## src/rtl/lfsr_pkg.sv

```systemverilog
// -----------------------------------------------------------------------------
// lfsr_pkg
// Shared definitions for the LFSR stream generator:
//   - lfsr_fsm_e  : burst controller states (IDLE, LOAD, STREAM)
//   - TAPS_D4/16/35 : ready-made maximal-length feedback masks
//   - lfsr_step() : one Fibonacci step on a state of up to LFSR_MAX_W bits
// Tap mask convention: bit i set means polynomial term x^(i+1).
// -----------------------------------------------------------------------------
package lfsr_pkg;

    typedef enum logic [1:0] {
        IDLE   = 2'd0,
        LOAD   = 2'd1,
        STREAM = 2'd2
    } lfsr_fsm_e;

    // Widest LFSR the step helper can handle.
    localparam int LFSR_MAX_W = 64;

    localparam logic [3:0]  TAPS_D4  = 4'b1100;         // x^4 + x^3 + 1
    localparam logic [15:0] TAPS_D16 = 16'hB400;        // x^16 + x^14 + x^13 + x^11 + 1
    localparam logic [34:0] TAPS_D35 = 35'h4_0000_0002; // x^35 + x^2 + 1

    // One Fibonacci step: shift left, feed the parity of the tapped bits into
    // bit 0. The caller zero-extends its state/taps into the wide argument and
    // truncates the result back to its own degree; the mask keeps the result
    // clean for callers that keep the wide value.
    function automatic logic [LFSR_MAX_W-1:0] lfsr_step(
        input logic [LFSR_MAX_W-1:0] state,
        input logic [LFSR_MAX_W-1:0] taps,
        input int unsigned           degree
    );
        logic [LFSR_MAX_W-1:0] mask;
        logic                  fb;
        mask = (LFSR_MAX_W'(1) << degree) - LFSR_MAX_W'(1);
        fb   = ^(state & taps);
        return ((state << 1) | LFSR_MAX_W'(fb)) & mask;
    endfunction

endpackage

```

## src/rtl/lfsr_unroll.sv

```systemverilog
// -----------------------------------------------------------------------------
// lfsr_unroll
// Combinational OUT_WIDTH-step unrolling of a Fibonacci LFSR.
// Ports:
//   state      in  DEGREE     current LFSR state
//   word       out OUT_WIDTH  serial bits of the OUT_WIDTH steps, bit 0 first
//   next_state out DEGREE     state after OUT_WIDTH steps
// -----------------------------------------------------------------------------
module lfsr_unroll
    import lfsr_pkg::*;
#(
    parameter int                DEGREE    = 35,
    parameter logic [DEGREE-1:0] TAPS      = TAPS_D35,
    parameter int                OUT_WIDTH = 8
) (
    input  logic [DEGREE-1:0]    state,
    output logic [OUT_WIDTH-1:0] word,
    output logic [DEGREE-1:0]    next_state
);

    always_comb begin
        logic [DEGREE-1:0] cur;
        cur  = state;
        word = '0;
        for (int k = 0; k < OUT_WIDTH; k++) begin
            // The bit shifted out of the top is the serial output of this step.
            word[k] = cur[DEGREE-1];
            cur     = DEGREE'(lfsr_step(LFSR_MAX_W'(cur), LFSR_MAX_W'(TAPS), DEGREE));
        end
        next_state = cur;
    end

endmodule

```

## src/rtl/lfsr_stream_gen.sv

```systemverilog
// -----------------------------------------------------------------------------
// lfsr_stream_gen
// Parametrised Fibonacci LFSR pattern generator delivering counted bursts of
// OUT_WIDTH-bit words over a valid/ready stream.
//
// Optional feature macro: LFSR_ZERO_SEED_GUARD_EN
//   defined   : an all-zero seed write loads RST_SEED instead and SeedErr_SO
//               pulses for one cycle.
//   undefined : a zero seed is accepted (LFSR locks at zero), SeedErr_SO = 0.
//
// Ports:
//   Clk_CI      in  1          clock, rising edge
//   Rst_RBI     in  1          synchronous active-high reset
//   Start_SI    in  1          start a burst (IDLE only)
//   Len_DI      in  LEN_WIDTH  burst length in words, latched on Start
//   SeedWr_SI   in  1          seed write strobe (IDLE only)
//   Seed_DI     in  DEGREE     seed value
//   Data_DO     out OUT_WIDTH  output word, bit 0 = earliest LFSR bit
//   Valid_SO    out 1          Data_DO valid
//   Ready_SI    in  1          consumer accepts the word
//   Busy_SO     out 1          controller not IDLE
//   Done_SO     out 1          one-cycle pulse at end of burst
//   SeedErr_SO  out 1          one-cycle pulse after a zero seed write
// -----------------------------------------------------------------------------
module lfsr_stream_gen
    import lfsr_pkg::*;
#(
    parameter int                DEGREE    = 35,
    parameter logic [DEGREE-1:0] TAPS      = TAPS_D35,
    parameter logic [DEGREE-1:0] RST_SEED  = DEGREE'(1),
    parameter int                OUT_WIDTH = 8,
    parameter int                LEN_WIDTH = 16
) (
    input  logic                 Clk_CI,
    input  logic                 Rst_RBI,
    input  logic                 Start_SI,
    input  logic [LEN_WIDTH-1:0] Len_DI,
    input  logic                 SeedWr_SI,
    input  logic [DEGREE-1:0]    Seed_DI,
    output logic [OUT_WIDTH-1:0] Data_DO,
    output logic                 Valid_SO,
    input  logic                 Ready_SI,
    output logic                 Busy_SO,
    output logic                 Done_SO,
    output logic                 SeedErr_SO
);

    lfsr_fsm_e             fsm_q, fsm_d;
    logic [DEGREE-1:0]     state_q, state_d;
    logic [LEN_WIDTH-1:0]  remaining_q, remaining_d;
    logic [OUT_WIDTH-1:0]  data_q, data_d;
    logic                  valid_q, valid_d;
    logic                  done_q, done_d;
    logic [DEGREE-1:0]     seed_eff;
    logic [OUT_WIDTH-1:0]  unroll_word;
    logic [DEGREE-1:0]     unroll_next;

    lfsr_unroll #(
        .DEGREE    (DEGREE),
        .TAPS      (TAPS),
        .OUT_WIDTH (OUT_WIDTH)
    ) u_unroll (
        .state      (state_q),
        .word       (unroll_word),
        .next_state (unroll_next)
    );

`ifdef LFSR_ZERO_SEED_GUARD_EN
    logic seed_zero;
    logic seed_err_q, seed_err_d;
    assign seed_zero = (Seed_DI == '0);
    // A zero state would lock the LFSR; substitute the reset seed.
    assign seed_eff  = seed_zero ? RST_SEED : Seed_DI;
`else
    assign seed_eff  = Seed_DI;
`endif

    always_comb begin
        fsm_d       = fsm_q;
        state_d     = state_q;
        remaining_d = remaining_q;
        data_d      = data_q;
        valid_d     = valid_q;
        done_d      = 1'b0;
`ifdef LFSR_ZERO_SEED_GUARD_EN
        seed_err_d  = 1'b0;
`endif
        case (fsm_q)
            IDLE: begin
                // Seed lands in state_q before LOAD runs, so a simultaneous
                // Start generates word 0 from the new seed.
                if (SeedWr_SI) begin
                    state_d = seed_eff;
`ifdef LFSR_ZERO_SEED_GUARD_EN
                    seed_err_d = seed_zero;
`endif
                end
                if (Start_SI) begin
                    if (Len_DI != '0) begin
                        remaining_d = Len_DI;
                        fsm_d       = LOAD;
                    end else begin
                        done_d = 1'b1;
                    end
                end
            end
            LOAD: begin
                data_d  = unroll_word;
                state_d = unroll_next;
                valid_d = 1'b1;
                fsm_d   = STREAM;
            end
            STREAM: begin
                if (valid_q && Ready_SI) begin
                    remaining_d = remaining_q - LEN_WIDTH'(1);
                    if (remaining_q == LEN_WIDTH'(1)) begin
                        valid_d = 1'b0;
                        done_d  = 1'b1;
                        fsm_d   = IDLE;
                    end else begin
                        // Refill in the handshake cycle for 1 word/cycle.
                        data_d  = unroll_word;
                        state_d = unroll_next;
                    end
                end
            end
            default: begin
                fsm_d   = IDLE;
                valid_d = 1'b0;
            end
        endcase
    end

    always_ff @(posedge Clk_CI) begin
        if (Rst_RBI) begin
            fsm_q       <= IDLE;
            state_q     <= RST_SEED;
            remaining_q <= '0;
            data_q      <= '0;
            valid_q     <= 1'b0;
            done_q      <= 1'b0;
        end else begin
            fsm_q       <= fsm_d;
            state_q     <= state_d;
            remaining_q <= remaining_d;
            data_q      <= data_d;
            valid_q     <= valid_d;
            done_q      <= done_d;
        end
    end

`ifdef LFSR_ZERO_SEED_GUARD_EN
    always_ff @(posedge Clk_CI) begin
        if (Rst_RBI) begin
            seed_err_q <= 1'b0;
        end else begin
            seed_err_q <= seed_err_d;
        end
    end
    assign SeedErr_SO = seed_err_q;
`else
    assign SeedErr_SO = 1'b0;
`endif

    assign Data_DO  = data_q;
    assign Valid_SO = valid_q;
    assign Busy_SO  = (fsm_q != IDLE);
    assign Done_SO  = done_q;

endmodule
```

## config.mk

```make
export PLATFORM = sky130hd
export DESIGN_NAME = lfsr_stream_gen
export DESIGN_NICKNAME = d
export VERILOG_FILES = /design/src/rtl/lfsr_pkg.sv /design/src/rtl/lfsr_unroll.sv /design/src/rtl/lfsr_stream_gen.sv
export SDC_FILE = /design/constraint.sdc
export NUM_CORES = 1
export LEC_CHECK = 0
export BUFFER_PORTS_ARGS = -buffer_cell sky130_fd_sc_hd__buf_2
export CAP_MARGIN = 20
export CORE_UTILIZATION = 45
export DETAILED_ROUTE_END_ITERATION = 10
export PLACE_DENSITY = 0.68
export SETUP_SLACK_MARGIN = 0.3
export SLEW_MARGIN = 10
export SYNTH_ARGS = -nofsm -noshare
export SYNTH_HDL_FRONTEND = slang
export SYNTH_SLANG_ARGS = --single-unit
```

## constraint.sdc

```tcl
create_clock -name Clk_CI -period 5 [get_ports Clk_CI]
set_input_delay 1 -clock Clk_CI [delete_from_list [all_inputs] [get_ports Clk_CI]]
set_output_delay 1 -clock Clk_CI [all_outputs]
set_load 0.01 [all_outputs]
```

==> key figures <==
Global routing
  – Global-route wire length before repair: 12.9 mm
  – Largest net degree at the start of global routing: 68
  – Global route overflow: 0
  – Vias in the first global route: 2663
  – All-Layer GR Usage: 0.218
  – Initial antenna violation count: 0

Drt
  – Total number of vias: 2921
  – Routed length per instance: 14.8 microns
  – DRC viols: 0
  – Overall routed net length: 7.91 mm
  – Antenna viol nets, final: 0
  – Drt pass-1 iters: 4
  – Initial drt markers: 172
  – Number of vias per cell: 5.46

Placed design
  – Placer congestion estimate: 0.825
  – Cells after DPL: 519
  – HPWL after DPL: 5.37 mm
  – Port Buffers: 66

Synth
  – Cell count after synthesis: 383
  – Synth Flop Type: dfxtp_1
  – Async set or reset register ratio after synthesis: 0
  – Avg Inst Size Synth: 8.66 sq um
  – List of most frequent post-synthesis cells: dfxtp_1, mux2i_1, nor2_1
  – Yosys warnings: 0
  – Synth top area share: 0.380
  – Post-synth EDFFs: 0
  – Cell Area, Synth: 0.00332 sq mm
  – Seq cells post-synth: 63
  – Count of different cell masters after synthesis: 51
  – Register area share after synthesis: 0.380
  – Most frequent cell after synthesis: dfxtp_1
  – Top cell type by total area after synthesis: dfxtp_1
  – Top cells by area, synth: dfxtp_1, mux2i_1, a211oi_1
  – Mapped Nets: 445

Worst setup path
  – Crit Path Class: flip-flop to flip-flop
  – Critical Path RT: 5.24 ns
  – CP Max Fanout: 40
  – Endpoint class of the critical path: flip-flop
  – Type of origin of the critical path: flip-flop
  – CP arrival: 3.24 ns

Clocking
  – CTS buffer count: 9
  – Cts repair resizes: 0
  – Worst-skew pair later-pin latency: 0.34 ns
  – TritonCTS clock tree: yes
  – H-tree levels: 3
  – Max Buffers Root-to-Sink: 2
  – Worst-path clk slew: 0.07 ns
  – Clock Sinks: 63
  – Hold_buf cts: 0
  – Root Buffer Master: clkbuf_8
  – Number of buffers added for setup after CTS: 0

Timing
  – Setup tns final: 0 ns
  – Clock skew: 0.0104 ns
  – RSZ-0062 raised after global routing: no
  – Setup violators final: 0
  – Min Tclk post-route: 3.00 ns
  – Final Hold Viols: 0
  – Worst slew pin tran: 1.02 ns
  – Period utilisation layout: 0.599
  – Max-slew violations: 0
  – Rel. slew slack: 0.318
  – Max Fclk: 0.334 GHz

Power and ir drop
  – Maximum VDD drop: 0.270 mV
  – Leak pwr: 1.57 nW
  – Pwr Density: 581 mW/mm^2

Die
  – Die Area: 0.00772 sq mm
  – Die X-Extent: 87.8 microns
  – Die height: 87.8 microns
  – Rows: 30
  – IO Pins: 68
  – Initial core utilization: 0.477
  – Core area: 0.00694 sq mm

Final layout
  – Layout fillers: 651
  – Layout cells sized above 1: 0.226
  – P&R area growth vs syn: 16.0%
  – Ant diodes: 0
  – Finished Layout Cells: 535
  – Fin nets: 497

Outcome
  – Outcome: complete, no violations

Flow run
  – MaxCap Viol Count: 0

Worst hold path
  – HP Class: flip-flop to flip-flop
## per-stage QoR
step           cell area (sq um)  power [mW]  hold WS [ns]  setup WS (ns)   util
3_5_place_dp                3660        1.84         0.443           1.70  0.528
6_report                    3850        2.23         0.455           2.00  0.554
3_3_place_gp                3660        1.81         0.440           1.85  0.528
5_1_grt                     3850        2.40         0.468           1.71  0.554
2_1_floorplan               3320        1.60         0.448           2.35      -
4_1_cts                     3830        2.22         0.460           1.71  0.551
## critical path, cell delays in order (launching register included)
cell,delay (ns)
dfxtp_1,0.38
inv_1,0.08
ha_1,0.53
inv_1,0.67
o21a_2,0.62
buf_12,0.27
o21ai_0,0.11
o32ai_1,0.22
## cells in the final DEF (no fill, tap or decap), types with 3 or more instances in the layout
cell      instances
o21ai_0          14
inv_1            11
nand2b_1          4
nor3_1           11
clkinv_2          3
buf_2            66
nand4_1           3
nor4_1            6
mux2_2            4
o32ai_1           5
dfxtp_1          63
nand2_1          35
a21oi_1          24
a211oi_1         31
mux2i_1          44
nand3_1           3
clkbuf_8         10
nor2_1           44
ha_1              5
xnor2_1           5
## flip-flops by register name (all words and copies together), names as in the netlist
signal and flops:
fsm_q 2, state_q 35, remaining_q 16, Valid_SO 1
Data_DO 8, Done_SO 1
## report_power, final
group | switching, mW | leakage [nW] | internal, mW | total [mW]
combinational | 0.594 | 0.960 | 0.460 | 1.05
clock | 0.195 | 0.0850 | 0.188 | 0.383
sequential | 0.131 | 0.520 | 0.667 | 0.798
## cells by family (layout without fill, tap and decap cells)
logic type / after synthesis / in the layout / share of synthesized area
buffers and inverters: 40 / 96 / 0.0502
XOR/XNOR: 8 / 8 / 0.0302
flip-flops: 63 / 63 / 0.380
other: 1 / 1 / 0.00113
AO/OA/AOI/OAI: 96 / 96 / 0.199
AND/OR/NAND/NOR: 121 / 121 / 0.170
adder cells (fa/ha/maj): 6 / 6 / 0.0226
multiplexers: 48 / 48 / 0.146
## metal layers
layer,up-vias,wire length (microns),track usage
met4,0,63,0.0775
met1,1339,3870,0.313
met5,-,0,0
met3,9,477,0.0481
met2,85,3490,0.321
li1,1488,-,-
## layout make-up
cell class | instances | area (sq um) | area share
flip-flops and latches | 63 | 1260 | 0.328
inverters | 12 | 45.0 | 0.0117
multi-input cells | 280 | 1890 | 0.492
well taps | 96 | 120 | 0.0312
clock inverters | 4 | 22.5 | 0.00585
clock buffers | 11 | 141 | 0.0367
repair buffers | 69 | 365 | 0.0950
## final timing paths
check / startpoint / endpoint / slack [ns] / depth (start not counted)
setup / recovery: fsm_q[0]$_SDFFE_PP0P_ / state_q[2]$_SDFFE_PP0P_ / 2.00 / 7
hold / removal: Data_DO[0]$_SDFFE_PP0P_ / Data_DO[0]$_SDFFE_PP0P_ / 0.45 / 2
setup reg to reg: fsm_q[0]$_SDFFE_PP0P_ / state_q[2]$_SDFFE_PP0P_ / 2.00 / 7
hold reg to reg: Data_DO[0]$_SDFFE_PP0P_ / Data_DO[0]$_SDFFE_PP0P_ / 0.45 / 2
Power figures use the tool's default switching activity.
